--- config.mk ---
export PLATFORM = sky130hd
export DESIGN_NAME = eeprom_test_seq
export DESIGN_NICKNAME = d
export VERILOG_FILES = /design/src/rtl/eeprom_test_seq.sv
export SDC_FILE = /design/constraint.sdc
export NUM_CORES = 1
export LEC_CHECK = 0
export BUFFER_PORTS_ARGS = -buffer_cell sky130_fd_sc_hd__buf_2
export CAP_MARGIN = 0
export CORE_MARGIN = 3
export CORE_UTILIZATION = 55
export CTS_BUF_LIST = sky130_fd_sc_hd__clkbuf_4 sky130_fd_sc_hd__clkbuf_8 sky130_fd_sc_hd__clkbuf_16
export DETAILED_ROUTE_END_ITERATION = 7
export HOLD_SLACK_MARGIN = 0.02
export PLACE_DENSITY = 0.78
export SLEW_MARGIN = 25
export SYNTH_ARGS = -nofsm -noshare
export SYNTH_HDL_FRONTEND = slang
export SYNTH_SLANG_ARGS = --single-unit
--- constraint.sdc ---
create_clock -name i_clk -period 6.5 [get_ports i_clk]
set_clock_uncertainty 0.2 [all_clocks]
set_input_delay 0.325 -clock i_clk [delete_from_list [all_inputs] [get_ports i_clk]]
set_output_delay 0.325 -clock i_clk [all_outputs]
set_load 0.03 [all_outputs]
--- src/rtl/eeprom_test_seq.sv ---
`timescale 1ns/1ps
`default_nettype none
// ============================================================================
// eeprom_test_seq : burst write / read-back traffic generator and checker
//                   for the eeprom_drive user port (I2C clock domain)
// Revision        : 1.0
// ============================================================================
module eeprom_test_seq #(
    parameter logic [2:0]  P_DEV_ADDR   = 3'b011,
    parameter logic [15:0] P_START_ADDR = 16'd0,
    parameter int          P_BURST_LEN  = 8,
    parameter int          P_BURST_NUM  = 4,
    parameter int          P_PATTERN    = 0,
    parameter logic [7:0]  P_SEED       = 8'h00,
    parameter logic [15:0] P_TIMEOUT    = 16'd50000
) (
    input  logic        i_clk,
    input  logic        i_rst_n,
    input  logic        i_start,
    output logic        o_busy,
    output logic        o_done,
    output logic        o_err,
    output logic        o_timeout,
    output logic [15:0] o_err_cnt,
    output logic [2:0]  o_eeprom_addr,
    output logic [15:0] o_user_operation_addr,
    output logic [1:0]  o_user_operation_type,
    output logic [7:0]  o_user_operation_len,
    output logic        o_user_operation_valid,
    input  logic        i_user_operation_ready,
    output logic [7:0]  o_user_write_date,
    output logic        o_user_write_valid,
    output logic        o_user_write_sop,
    output logic        o_user_write_eop,
    input  logic [7:0]  i_user_read_date,
    input  logic        i_user_read_valid
);

    localparam logic [7:0]  LEN_B      = 8'(P_BURST_LEN);
    localparam logic [7:0]  LAST_BYTE  = 8'(P_BURST_LEN - 1);
    localparam logic [15:0] LEN_W      = 16'(P_BURST_LEN);
    localparam logic [15:0] LAST_BURST = 16'(P_BURST_NUM - 1);
    localparam logic [7:0]  PAT_MASK   = (P_PATTERN == 1) ? 8'hA5 : 8'h00;
    localparam logic [15:0] TMO_LAST   = P_TIMEOUT - 16'd1;
    localparam logic [1:0]  OP_WRITE   = 2'd1;
    localparam logic [1:0]  OP_READ    = 2'd2;

    typedef enum logic [2:0] {
        S_IDLE    = 3'd0,
        S_WR_REQ  = 3'd1,
        S_WR_DATA = 3'd2,
        S_RD_REQ  = 3'd3,
        S_RD_DATA = 3'd4,
        S_DONE    = 3'd5
    } state_t;

    state_t      state;
    state_t      next_state;

    logic [15:0] burst_idx;
    logic [15:0] burst_addr;
    logic [7:0]  burst_base;
    logic [7:0]  byte_idx;
    logic [15:0] wait_cnt;
    logic [15:0] err_cnt;
    logic        err_flag;
    logic        tmo_flag;

    logic        req_active;
    logic        handshake;
    logic        rd_strobe;
    logic        last_byte;
    logic        last_burst;
    logic        wait_state;
    logic        tmo_hit;
    logic        run_start;
    logic        burst_adv;
    logic        mismatch;
    logic [7:0]  exp_byte;

    // burst_base already holds seed + b*len, so the byte index is the only add left
    assign exp_byte   = (burst_base + byte_idx) ^ PAT_MASK;
    assign req_active = (state == S_WR_REQ) || (state == S_RD_REQ);
    assign handshake  = req_active && i_user_operation_ready;
    assign rd_strobe  = (state == S_RD_DATA) && i_user_read_valid;
    assign last_byte  = (byte_idx == LAST_BYTE);
    assign last_burst = (burst_idx == LAST_BURST);
    assign wait_state = req_active || (state == S_RD_DATA);
    assign run_start  = (state == S_IDLE) && i_start;
    assign burst_adv  = rd_strobe && last_byte && !last_burst;
    assign mismatch   = rd_strobe && (i_user_read_date != exp_byte);
    // progress on the port always wins over an expiring wait
    assign tmo_hit    = wait_state && !handshake && !rd_strobe && (wait_cnt == TMO_LAST);

    always_ff @(posedge i_clk or negedge i_rst_n) begin
        if (!i_rst_n) begin
            state <= S_IDLE;
        end else begin
            state <= next_state;
        end
    end

    always_comb begin
        next_state = state;
        case (state)
            S_IDLE: begin
                if (i_start) next_state = S_WR_REQ;
            end
            S_WR_REQ: begin
                if (handshake)    next_state = S_WR_DATA;
                else if (tmo_hit) next_state = S_DONE;
            end
            S_WR_DATA: begin
                if (last_byte) next_state = S_RD_REQ;
            end
            S_RD_REQ: begin
                if (handshake)    next_state = S_RD_DATA;
                else if (tmo_hit) next_state = S_DONE;
            end
            S_RD_DATA: begin
                if (rd_strobe && last_byte) next_state = last_burst ? S_DONE : S_WR_REQ;
                else if (tmo_hit)           next_state = S_DONE;
            end
            S_DONE: begin
                next_state = S_IDLE;
            end
            default: begin
                next_state = S_IDLE;
            end
        endcase
    end

    always_ff @(posedge i_clk or negedge i_rst_n) begin
        if (!i_rst_n) begin
            byte_idx <= 8'd0;
        end else if (handshake) begin
            byte_idx <= 8'd0;
        end else if ((state == S_WR_DATA) || rd_strobe) begin
            byte_idx <= last_byte ? 8'd0 : byte_idx + 8'd1;
        end
    end

    always_ff @(posedge i_clk or negedge i_rst_n) begin
        if (!i_rst_n) begin
            burst_idx  <= 16'd0;
            burst_addr <= 16'd0;
            burst_base <= 8'd0;
        end else if (run_start) begin
            burst_idx  <= 16'd0;
            burst_addr <= P_START_ADDR;
            burst_base <= P_SEED;
        end else if (burst_adv) begin
            burst_idx  <= burst_idx + 16'd1;
            burst_addr <= burst_addr + LEN_W;
            burst_base <= burst_base + LEN_B;
        end
    end

    // Reloads on every state change and every read strobe, counts while waiting
    always_ff @(posedge i_clk or negedge i_rst_n) begin
        if (!i_rst_n) begin
            wait_cnt <= 16'd0;
        end else if ((next_state != state) || rd_strobe) begin
            wait_cnt <= 16'd0;
        end else if (wait_state) begin
            wait_cnt <= wait_cnt + 16'd1;
        end
    end

    always_ff @(posedge i_clk or negedge i_rst_n) begin
        if (!i_rst_n) begin
            err_flag <= 1'b0;
            tmo_flag <= 1'b0;
            err_cnt  <= 16'd0;
        end else if (run_start) begin
            err_flag <= 1'b0;
            tmo_flag <= 1'b0;
            err_cnt  <= 16'd0;
        end else begin
            if (mismatch) begin
                err_flag <= 1'b1;
                if (err_cnt != 16'hFFFF) err_cnt <= err_cnt + 16'd1;
            end
            if (tmo_hit) tmo_flag <= 1'b1;
        end
    end

    assign o_busy                 = (state != S_IDLE);
    assign o_done                 = (state == S_DONE);
    assign o_err                  = err_flag;
    assign o_timeout              = tmo_flag;
    assign o_err_cnt              = err_cnt;

    assign o_user_operation_valid = req_active;
    assign o_eeprom_addr          = req_active ? P_DEV_ADDR : 3'd0;
    assign o_user_operation_addr  = req_active ? burst_addr : 16'd0;
    assign o_user_operation_len   = req_active ? LEN_B : 8'd0;
    assign o_user_operation_type  = (state == S_WR_REQ) ? OP_WRITE :
                                    (state == S_RD_REQ) ? OP_READ  : 2'd0;

    assign o_user_write_valid     = (state == S_WR_DATA);
    assign o_user_write_date      = o_user_write_valid ? exp_byte : 8'd0;
    assign o_user_write_sop       = o_user_write_valid && (byte_idx == 8'd0);
    assign o_user_write_eop       = o_user_write_valid && last_byte;

endmodule
`default_nettype wire
Word-level counts from Yosys, hierarchy flattened
Index checks and enable logic that the tools add are counted.
- flip-flop bits (word level): 85
- bits of input ports: 13
- output and inout port bits: 61
- add/sub/neg operators: 7
- equality and inequality tests: 11
- mux-type cells: 32
- reductions and logical operators: 28
- operators by type and width (kind ; number):
    2-to-1 mux 16 bit ; 10
    adder 16 x 1 -> 16 bit (second input constant) ; 3
    2-to-1 mux 8 bit ; 6
    2-to-1 mux 3 bit ; 7
    adder 16 x 4 -> 16 bit (second input constant) ; 1
    equality test 16 bit (second input constant) ; 1
    equality test 16 x 2 -> 1 bit (second input constant) ; 1
    inequality test 16 bit (second input constant) ; 1
    one-hot mux 3 bit (5 select lines) ; 1
    nonzero test 2 bit ; 6
    logical AND 1 bit ; 11
    adder 8 x 1 -> 8 bit (second input constant) ; 1
    adder 8 x 4 -> 8 bit (second input constant) ; 1
    adder 8 bit ; 1
    equality test 8 x 3 -> 1 bit (second input constant) ; 1
    logical NOT 8 bit ; 1
    inequality test 8 bit ; 1
    equality test 3 x 2 -> 1 bit (second input constant) ; 2
    equality test 3 bit (second input constant) ; 2
    2-to-1 mux 2 bit ; 3
    logical OR 1 bit ; 4
    2-to-1 mux 1 bit ; 4
    2-to-1 mux 4 bit ; 1
    equality test 3 x 1 -> 1 bit (second input constant) ; 1
    5 further kinds ; 7

Logic depth before layout (Yosys ltp)
- depth after elaboration: 13
- depth in mapped cells: 12

Worst setup path before layout
No wires, ideal clock.
- path type: reg-to-reg
- from: register byte_idx[4]
- to: register err_cnt[3] (netlist: o_err_cnt[3])
- setup time: 0.078 ns
- arrival: 2.322 ns
- path slack: 3.899 ns
- cell stages (with the launch flop): 10
- path buffers: 1
- period minus slack after synthesis: 2.601 ns
- cells stage by stage: dfrtp_1 -> ha_1 -> a211o_1 -> a21oi_1 -> xnor2_1 -> nand2_1 -> and2_1 -> buf_4 -> or4_1 -> a21oi_1
- word-level cells in the longest chain between the ends: 5
- ends and longest elaborated chain (what ; RTL line ; source):
    start, declared ; 63 ; logic [7:0] byte_idx;
    start signal, assigned ; 139 ; byte_idx <= last_byte ? 8'd0 : byte_idx + 8'd1;
    adder 8 bit ; 82 ; assign exp_byte = (burst_base + byte_idx) ^ PAT_MASK;
    inequality test 8 bit ; 91 ; assign mismatch = rd_strobe && (i_user_read_date != exp_byte);
    logical AND 1 bit ; 91 ;
    nonzero test 2 bit (no source line) ; n/a ;
    AND reduction 2 bit (no source line) ; n/a ;
    end signal, assigned ; 182 ; if (err_cnt != 16'hFFFF) err_cnt <= err_cnt + 16'd1;
    end, declared ; 65 ; logic [15:0] err_cnt;
No other way between the ends.
A chain may end at the register's enable or synchronous reset.

Worst setup path after layout
- from: register burst_base[4]
- to: register err_cnt[8] (netlist: o_err_cnt[8])
- word-level cells in the longest chain between the ends: 5
- ends and longest elaborated chain (what ; RTL line ; source):
    start, declared ; 62 ; logic [7:0] burst_base;
    start signal, assigned ; 155 ; burst_base <= burst_base + LEN_B;
    adder 8 bit ; 82 ;
    inequality test 8 bit ; 91 ;
    logical AND 1 bit ; 91 ;
    nonzero test 2 bit (no source line) ; n/a ;
    AND reduction 2 bit (no source line) ; n/a ;
No other way between the ends.

==> metrics <==
# H-tree levels=3; routed len/inst=14.6 um; number of port buffers=62; sw frac=39.3%; Final period util=50.8%; worst-margin pin slew=0.783 ns; Initial DRC Count=176; vias after detailed routing=3802; cts bufs inserted=9; count of flip-flops with a built-in enable after synthesis=0; GP Congestion=0.890; Synth cell types=59; slowest CP cell=and2_1; PostCTS Resize Cnt=0; max_cap viols=0; Die Ht=98.8 um; layout cells sized above 1=19.1%; Flop pwr share=40.4%; total detailed-routing wirelength=9860 um; top area cells in the synthesized netlist=dfrtp_1, xor2_1, nor2_1, nand3_1, nand2_1; die boundary width=98.8 um; GR Overflow Total=0; Crit Path Category=flop to flop; Area growth syn-to-layout=10.5%; element type at the critical path start=flop; worst stage delay on the critical path=0.72 ns; CTS root buffer=clkbuf_8; CTS tree=built; run status=finished clean; reg2reg setup slack=3.20 ns; fin nets=589; CP required=6.57 ns; average size of a mapped cell=9.21 um2; num rows=33; TritonRoute pass-1 iters=4; Comb pwr share=31.1%; synthesis-stage register bit count=79; ANT nets after route=0; I/O pin cnt=74; Core Region=0.00830 mm2; Largest delay share family, worst path=compound AO/OA/AOI/OAI gates; Syn Inst Count=514; Worst Hold Class=input pin to flop; crit-path max FO=27; Bufs on Longest Clock Path=2; Synth Flop Type=dfrtp_1; crit path time final=3.30 ns; all-layer global routing usage=21.4%; fmax=303 MHz; sequential-to-total area share from yosys stat=41.7%; clk sink count=79; crit-path cells=ha_1, a211o_1, o21ai_1, xnor3_1, a2111oi_2, and2_1, o21ai_0, a21oi_1; P_int=0.853 mW; Leak Pwr=2.61 nW; Initial Utilization=57.1%; number of global-route vias before repair=3664; die area=0.00976 mm2; Synth top cells by count=dfrtp_1, nor2_1, nand2_1, xor2_1, nand3_1; VDD IR-drop max=0.000123 V; first-pass GRT wire length=17200 um; top cell type by total area after synthesis=dfrtp_1; setup TNS=0 ns; # DRC=0; PnR Total Power=1.41 mW; final worst setup slack=3.20 ns; top-area cell type share of the netlist area=41.7%; Worst Path Buf+Inv=0; diode count=0; Vias per Instance=5.63; Synth Cell Area=0.00474 mm2; CTS clk-pin slew, worst paths=0.08 ns; final hold violation count=0; Rel. slew slack=47.8%; initial antenna violation count=0; clk_lat worst skew=0.36 ns; Crit. End Element=flop; Post-synth ARST share=100%; Sw Pwr=0.553 mW; fill count=700; Setup Viol. Count Final=0; Setup Slack @ Placement=3.23 ns; Clock power frac=28.5%; DP HPWL=6840 um; Slew Limit Fails=0; count leader, synth=dfrtp_1; largest net degree at the start of global routing=80; warnings from Yosys=0; RSZ-0062 raised after global routing=false; critical path arrival=3.38 ns; pwr dens=269 mW/mm2
## cell type report
cell class | count | area (um2) | area share [%]
clock buffers | 9 | 124 | 2.37
clock inverters | 7 | 96.3 | 1.84
inverters | 13 | 51.3 | 0.981
multi-input cells | 398 | 2520 | 48.1
flip-flops and latches | 79 | 1980 | 37.8
well taps | 105 | 131 | 2.51
repair buffers | 64 | 334 | 6.39
## cell usage in the layout, fill, tap and decap left out, types with 11 or more instances in the layout
cell type / synthesis / layout
o21ai_0: 12 / 12
and3_1: 20 / 20
ha_1: 11 / 11
dfrtp_1: 79 / 79
buf_2: 2 / 61
and2_1: 19 / 19
inv_1: 11 / 11
a21oi_1: 23 / 23
nor2_1: 66 / 66
nor2_2: 11 / 11
xnor2_1: 18 / 18
nand2_1: 43 / 43
xor2_1: 42 / 42
nand3_1: 35 / 35
nand4_1: 13 / 13
conb_1: 1 / 11
## worst min-delay path, delay by kind of cell
kind	cells	cell delay (ns)
buffers and inverters	1	0.16
AND/OR/NAND/NOR	3	0.20
## state kept, by name, summed over array words and instances (netlist names)
signal and cells:
o_err 1, burst_idx 16, byte_idx 8, burst_addr 13, burst_base 5, o_err_cnt 16
wait_cnt 16, o_timeout 1, state 3
## metal layers
metal | up-vias | GRT usage, % | wire [um]
li1 | 1837 | - | -
met1 | 1828 | 30.6 | 4530
met2 | 121 | 33.2 | 4620
met3 | 16 | 4.03 | 544
met4 | 0 | 6.93 | 159
met5 | - | 0 | 0
## power groups by stage
stage	clock network [mW]	logic (mW)	registers, mW
final	0.401	0.437	0.568
after global routing	0.435	0.485	0.574
after CTS	0.411	0.442	0.567
after detailed placement	0	0.439	0.577
after global placement	0	0.430	0.575
after floorplan	0	0.376	0.558
## per-stage QoR
stage | cell area [um2] | utilization, % | hold WS (ns) | instances
4_1_cts | 5230 | 63.0 | 0.152 | 675
3_5_place_dp | 5000 | 60.2 | 0.292 | 658
2_1_floorplan | 4770 | - | -0.171 | 524
3_3_place_gp | 5000 | 60.2 | 0.282 | 658
5_1_grt | 5230 | 63.0 | 0.169 | 675
6_report | 5230 | 63.0 | 0.172 | 675
## final timing paths
kind	to	cells after the start	from
worst max register to register	o_err_cnt[8]	8	burst_base[4]
max in group asynchronous	burst_idx[3]	2	i_rst_n
worst min-delay path	state[0]	4	i_user_operation_ready
min in group asynchronous	byte_idx[1]	2	i_rst_n
worst min register to register	o_err	2	o_err
worst max-delay path	o_err_cnt[8]	8	burst_base[4]
## cells by family (layout without fill, tap and decap cells)
group                    Yosys count  after routing  synth area share [%]
other                              1             11                0.0792
flip-flops                        79             79                  41.7
AO/OA/AOI/OAI                     56             56                  7.66
adder cells (fa/ha/maj)           11             11                  2.91
buffers and inverters             47             93                  5.89
multiplexers                       4              4                 0.845
AND/OR/NAND/NOR                  255            255                  29.3
XOR/XNOR                          61             61                  11.6
## repair_timing
item,CTS,global route
hold endpoints to repair,79,0
setup buffers,0,0
endpoints found under the setup margin,0,0
hold buffers,1,0
(Power assumes the default switching activity.)
